<file path="src/rtl/sprite_pkg.sv">
// rtl/sprite_pkg.sv - shared sprite geometry, defaults and slot record (SPRITE_FLIP_EN adds flip bit)
package sprite_pkg;

  localparam int GLYPH_DIM   = 16;
  localparam int GLYPH_SHIFT = 8;
  localparam int ROW_W       = 4;
  localparam int COL_W       = 4;
  localparam int COORD_W     = 10;

  localparam logic [23:0] DEF_TRANSPARENT = 24'h000000;
  localparam logic [23:0] DEF_BG_COLOR    = 24'h000000;

  typedef struct packed {
    logic [COORD_W-1:0] x;
    logic [COORD_W-1:0] y;
    logic [7:0]         glyph;
    logic               visible;
`ifdef SPRITE_FLIP_EN
    logic               flip;
`endif
  } slot_t;

endpackage

</file>
<file path="src/rtl/sprite_hit.sv">
// rtl/sprite_hit.sv - one slot's coverage test and glyph row/col (SPRITE_FLIP_EN mirrors col)
module sprite_hit
  import sprite_pkg::*;
(
  input  logic [COORD_W-1:0] x,
  input  logic [COORD_W-1:0] y,
  input  logic               visible,
`ifdef SPRITE_FLIP_EN
  input  logic               flip,
`endif
  input  logic [COORD_W-1:0] pix_x,
  input  logic [COORD_W-1:0] pix_y,
  output logic               hit,
  output logic [ROW_W-1:0]   row,
  output logic [COL_W-1:0]   col
);

  // One extra bit keeps x+16 from wrapping back to column 0 near the right edge.
  logic [COORD_W:0] px, py, sx, sy;
  logic [COL_W-1:0] dx;

  assign px = {1'b0, pix_x};
  assign py = {1'b0, pix_y};
  assign sx = {1'b0, x};
  assign sy = {1'b0, y};

  assign hit = visible
             && (px >= sx) && (px < sx + (COORD_W+1)'(GLYPH_DIM))
             && (py >= sy) && (py < sy + (COORD_W+1)'(GLYPH_DIM));

  assign row = pix_y[ROW_W-1:0] - y[ROW_W-1:0];
  assign dx  = pix_x[COL_W-1:0] - x[COL_W-1:0];

`ifdef SPRITE_FLIP_EN
  assign col = flip ? ~dx : dx;
`else
  assign col = dx;
`endif

endmodule

</file>
<file path="src/rtl/sprite_fetch.sv">
// rtl/sprite_fetch.sv - sprite lookup to glyph ROM and RGB output, latency 3; optional SPRITE_FLIP_EN
module sprite_fetch
  import sprite_pkg::*;
#(
  parameter int          NUM_SPRITES = 8,
  parameter logic [23:0] TRANSPARENT = DEF_TRANSPARENT,
  parameter logic [23:0] BG_COLOR    = DEF_BG_COLOR
) (
  input  logic                           clk,
  input  logic                           reset,
  input  logic                           wr_en,
  input  logic [$clog2(NUM_SPRITES)-1:0] wr_idx,
  input  logic [COORD_W-1:0]             wr_x,
  input  logic [COORD_W-1:0]             wr_y,
  input  logic [7:0]                     wr_glyph,
  input  logic                           wr_visible,
  input  logic                           wr_flip,
  input  logic                           frame_start,
  input  logic [COORD_W-1:0]             pix_x,
  input  logic [COORD_W-1:0]             pix_y,
  input  logic                           video_on,
  input  logic                           hsync_in,
  input  logic                           vsync_in,
  output logic [GLYPH_SHIFT+7:0]         glyph_addr,
  input  logic [23:0]                    glyph_pixel,
  output logic [23:0]                    rgb_out,
  output logic                           hsync_out,
  output logic                           vsync_out,
  output logic                           video_on_out
);

  slot_t shadow [NUM_SPRITES];
  slot_t active [NUM_SPRITES];
  slot_t wr_slot;

  assign wr_slot.x       = wr_x;
  assign wr_slot.y       = wr_y;
  assign wr_slot.glyph   = wr_glyph;
  assign wr_slot.visible = wr_visible;
`ifdef SPRITE_FLIP_EN
  assign wr_slot.flip    = wr_flip;
`else
  logic unused_flip;
  assign unused_flip = wr_flip;
`endif

  // Commit reads the shadow before this cycle's write lands, so a same-cycle write waits a frame.
  always_ff @(posedge clk) begin
    if (reset) begin
      for (int i = 0; i < NUM_SPRITES; i++) begin
        shadow[i] <= '0;
        active[i] <= '0;
      end
    end else begin
      if (wr_en)
        shadow[wr_idx] <= wr_slot;
      if (frame_start)
        active <= shadow;
    end
  end

  logic [NUM_SPRITES-1:0] hit_v;
  logic [ROW_W-1:0]       row_v [NUM_SPRITES];
  logic [COL_W-1:0]       col_v [NUM_SPRITES];

  for (genvar g = 0; g < NUM_SPRITES; g++) begin : g_hit
    sprite_hit u_hit (
      .x       (active[g].x),
      .y       (active[g].y),
      .visible (active[g].visible),
`ifdef SPRITE_FLIP_EN
      .flip    (active[g].flip),
`endif
      .pix_x   (pix_x),
      .pix_y   (pix_y),
      .hit     (hit_v[g]),
      .row     (row_v[g]),
      .col     (col_v[g])
    );
  end

  logic                   any_hit;
  logic [GLYPH_SHIFT+7:0] sel_addr;

  // Walk from lowest priority upward so slot 0 overrides everyone.
  always_comb begin
    any_hit  = 1'b0;
    sel_addr = '0;
    for (int i = NUM_SPRITES - 1; i >= 0; i--) begin
      if (hit_v[i]) begin
        any_hit  = 1'b1;
        sel_addr = {active[i].glyph, row_v[i], col_v[i]};
      end
    end
  end

  logic hit_d1, hit_d2;
  logic von_d1, von_d2;
  logic hs_d1, hs_d2;
  logic vs_d1, vs_d2;

  always_ff @(posedge clk) begin
    if (reset) begin
      glyph_addr   <= '0;
      hit_d1       <= 1'b0;
      hit_d2       <= 1'b0;
      von_d1       <= 1'b0;
      von_d2       <= 1'b0;
      hs_d1        <= 1'b0;
      hs_d2        <= 1'b0;
      vs_d1        <= 1'b0;
      vs_d2        <= 1'b0;
      rgb_out      <= '0;
      hsync_out    <= 1'b0;
      vsync_out    <= 1'b0;
      video_on_out <= 1'b0;
    end else begin
      if (any_hit)
        glyph_addr <= sel_addr;
      hit_d1       <= any_hit;
      von_d1       <= video_on;
      hs_d1        <= hsync_in;
      vs_d1        <= vsync_in;
      hit_d2       <= hit_d1;
      von_d2       <= von_d1;
      hs_d2        <= hs_d1;
      vs_d2        <= vs_d1;
      // A transparent winner shows background, never a lower-priority sprite.
      if (!von_d2 || !hit_d2 || glyph_pixel == TRANSPARENT)
        rgb_out <= BG_COLOR;
      else
        rgb_out <= glyph_pixel;
      hsync_out    <= hs_d2;
      vsync_out    <= vs_d2;
      video_on_out <= von_d2;
    end
  end

endmodule

</file>
<file path="config.mk">
export PLATFORM = sky130hd
export DESIGN_NAME = sprite_fetch
export DESIGN_NICKNAME = d
export VERILOG_FILES = /design/src/rtl/sprite_pkg.sv /design/src/rtl/sprite_hit.sv /design/src/rtl/sprite_fetch.sv
export SDC_FILE = /design/constraint.sdc
export NUM_CORES = 1
export LEC_CHECK = 0
export BUFFER_PORTS_ARGS = -buffer_cell sky130_fd_sc_hd__buf_2
export CORE_ASPECT_RATIO = 1.5
export CORE_MARGIN = 4
export CORE_UTILIZATION = 40
export DETAILED_ROUTE_END_ITERATION = 7
export GPL_TIMING_DRIVEN = 0
export SLEW_MARGIN = 15
export SYNTH_ARGS = -nofsm -noshare
export SYNTH_HDL_FRONTEND = slang
export SYNTH_SLANG_ARGS = --single-unit
</file>
<file path="constraint.sdc">
create_clock -name clk -period 8.15 [get_ports clk]
set_input_delay 0.4075 -clock clk [delete_from_list [all_inputs] [get_ports clk]]
set_output_delay 0.4075 -clock clk [all_outputs]
set_load 0.01 [all_outputs]
</file>
==> key figures <==
Timing
  • Clk_skew: approximately 26 ps
  • Slew HR: between 10% and 20%
  • # setup viols final: 0
  • Tmin final: between 4000 and 5000 ps
  • RSZ-0062 raised after global routing: false
  • Final period utilization: a little over half
  • Worst-margin pin slew: 1210 ps
  • Setup TNS: 0 ps
  • Final hold vios: 0
  • Achievable frequency: 234 MHz
  • Final Worst Setup Slack: roughly 3900 ps
  • Count of pins over their slew limit: 0

Min path
  • Hold path endpoint: rgb_out[15]
  • Hold Path Origin: glyph_pixel[15]
  • Hold Path Depth: 2
  • Worst hold path class: in -> reg

Detailed routing
  • Routed wire per std cell: around 21 um
  • Residual DRC: 0
  • Post-Route WL: a little over 90 mm
  • DRT antenna net count: 0
  • First-pass DRT Iterations: 6
  • Initial drt markers: 1,607
  • Vias per cell: roughly 5.4
  • Routed via count: 23,209

Power
  • Power per cell area: around 190 mW/mm^2
  • Combinational share of power: between 9 and 10%
  • Clk pwr share: between 40% and 50%
  • Maximum vdd drop: approximately 0.16 mV
  • Internal power: around 4.3 mW
  • Switch Pwr: between 1.5 and 2 mW
  • Flop pwr share: between 40% and 50%
  • Sw Share: between 20% and 30%
  • Leakage: between 10 and 15 nW

Yosys
  • Async SR Flop Fraction: 0%
  • Synth Cell Area: 0.0271 sq mm
  • Xor/xnor share of the synthesized area: under 10%
  • Adder-Cell Fraction of Synth Area: between 10% and 20%
  • Synthesized flop and latch total: around 520
  • Sequential share of the synthesized area: approximately two fifths
  • Syn Area/Cell: around 8.5 sq um
  • Synth Area in Compound Gates: 14.1%
  • EDFF count, synth: 0
  • Post-Syn Nets: approximately 3,600
  • Largest family of logic cells by synthesized area: simple AND/OR/NAND/NOR gates
  • Distinct cell type count after synthesis: 89
  • YS warnings: 0
  • Gate Count Post-Synth: between 3,000 and 4,000
  • Synth cell count leaders: 541 x nand2_1, 515 x dfxtp_1, 311 x a21oi_1
  • Mux contribution to synthesized area: approximately 8.6%
  • Top post-synthesis cells by area: dfxtp_1 38%, ha_1 13%, mux2i_1 8.6%
  • Dominant synthesized flop cell: dfxtp_1
  • Post-synth top area cell: dfxtp_1
  • Synth top area share: a little under two fifths
  • Most common cell in the netlist: nand2_1
  • Post-synthesis simple-gate area fraction: 17.3%

Clock tree
  • Depth of the CTS H-tree: 2
  • CTS max path bufs: 3
  • Sink Count: ~500
  • Clock latency on the worst-skew pair: ~630 ps
  • TritonCTS clock tree: done
  • Root Buffer: clkbuf_16
  • Total CTS buffers: 52
  • Clock-pin slew on the worst setup and hold paths: ~70 ps

Global routing
  • Gr usage total: ~25%
  • First-pass GRT wire length: approximately 140 mm
  • Initial antenna violation count: 6
  • Total global routing overflow: 0
  • Vias in the first global route: approximately 23,000
  • Largest net degree at the start of global routing: 17

Critical path
  • Worst Path Required: 8670 ps
  • Worst R2R Path Depth: 13
  • R2R setup slack: roughly 4000 ps
  • CP Class: in -> reg
  • FF-to-FF Start: active[110]
  • CP arrival: 4790 ps
  • R2r endpoint: glyph_addr[4]
  • CP endpoint kind: register
  • Startpoint Class: input port
  • CP max FO: 10

Final layout
  • Synthesis-to-layout area growth: 13.8%
  • Layout cells sized above 1: 7.18%
  • Area of the multi-input gates: ~0.015 sq mm
  • Layout fillers: around 6,600
  • Register area: a little over 0.01 sq mm
  • Final Net Count: approximately 3,700

Die
  • Die width: approximately 220 um
  • Total I/O pin count: 127
  • Initial Util: between 40% and 50%
  • Core Rows: between 100 and 150
  • Full die area: a little over 0.07 sq mm
  • Core area: roughly 0.067 sq mm
  • Die Y: around 330 um

Outcome
  • Status: finished, final reports clean

Place
  • Dpl hpwl: approximately 70 mm
  • Port bufs: 92
  • Final RePlAce weighted congestion: 0.944
  • DP Worst Slack: ~3200 ps

Job
  • Max-cap violations: 0
## area by class of cell
type	instances	share of cell area, %
multi-input cells	2309	49.6
flip-flops and latches	515	33.4
clock buffers	71	4.98
well taps	885	3.59
plain buffers	180	2.51
inverters	193	2.35
repair buffers	118	2.34
clock inverters	26	1.11
diodes	6	0.0487
## per-layer routing
| metal | vias up | wire length, um | GRT usage, % |
|---|---|---|---|
| li1 | 11268 | - | - |
| met1 | 11052 | 36700 | 29.8 |
| met2 | 664 | 45300 | 43.9 |
| met3 | 221 | 4670 | 3.62 |
| met4 | 4 | 4690 | 11.0 |
| met5 | - | 23 | 0 |
## flip-flops by register name, summed over array words and instances (netlist names)
register	count
video_on_out	1
von_d2	1
hs_d1	1
hsync_out	1
rgb_out	24
von_d1	1
hit_d2	1
vs_d2	1
hit_d1	1
hs_d2	1
vsync_out	1
active	232
shadow	232
glyph_addr	16
vs_d1	1
## cells by family (layout without fill, tap and decap cells)
family / count (synthesis) / in the layout
other: 0 / 6
XOR/XNOR: 85 / 85
AND/OR/NAND/NOR: 1095 / 1095
multiplexers: 232 / 232
AO/OA/AOI/OAI: 609 / 609
buffers and inverters: 373 / 588
adder cells (fa/ha/maj): 288 / 288
flip-flops: 515 / 515
## through the flow
step	total power [mW]	cell area (sq um)	util, %	cells	hold slack (ps)
global placement	3.19	28700	42.9	4174	417
CTS	5.84	30800	46.1	4297	9.03
global route	5.99	30800	46.1	4298	31.1
finish	5.81	30800	46.1	4303	37.0
floorplan	2.97	27100	-	3197	414
detailed placement	3.19	28700	42.9	4174	432
## repair_timing
action                                 in CTS  in global routing
endpoints found under the hold margin      26                  0
resized for setup                           0                  0
hold buffers                               26                  0
setup buffers                               0                  0
## how the worst max path moves through the flow
stage / from / endpoint / cells past startpoint
after floorplan: active[110] / glyph_addr[1] / 14
after global placement: pix_x[1] / glyph_addr[9] / 13
after detailed placement: pix_x[1] / glyph_addr[9] / 13
after CTS: pix_x[1] / glyph_addr[9] / 13
after global routing: pix_x[1] / glyph_addr[1] / 13
final: pix_x[1] / glyph_addr[9] / 13
## power by group through the flow
stage | clock (mW) | sequential (mW) | combinational [mW]
6_report | 2.66 | 2.58 | 0.575
4_1_cts | 2.69 | 2.58 | 0.573
3_5_place_dp | 0 | 2.63 | 0.560
5_1_grt | 2.78 | 2.58 | 0.630
3_3_place_gp | 0 | 2.63 | 0.555
2_1_floorplan | 0 | 2.63 | 0.344
## critical path, cell delays in order
cell and delay (ps):
buf_2 310, inv_1 400, fa_1 560, a21boi_0 160
o21ai_0 400, a221oi_1 230, a211oi_1 350, nand3_1 560
nand3_2 430, buf_2 310, o21bai_1 150, o211ai_1 180
a32o_1 300
## layout by cell type, fill, tap and decap left out, types with 19 or more instances in the layout
cell             n
and2_1          29
and3_1          26
xnor2_1         74
nor3_1          23
clkbuf_2        19
buf_1           33
dlygate4sd3_1   26
nor2b_1         28
clkbuf_16       54
o21ai_0         50
ha_1           272
a21oi_1        311
o21a_1          22
nand2b_1        24
clkbuf_1       109
dfxtp_1        515
a21o_1          28
nand2_1        541
inv_1          192
buf_2          103
nand3_1         78
nor2_1         300
mux2i_1        232
No activity file was read; power rests on OpenSTA's default activity.
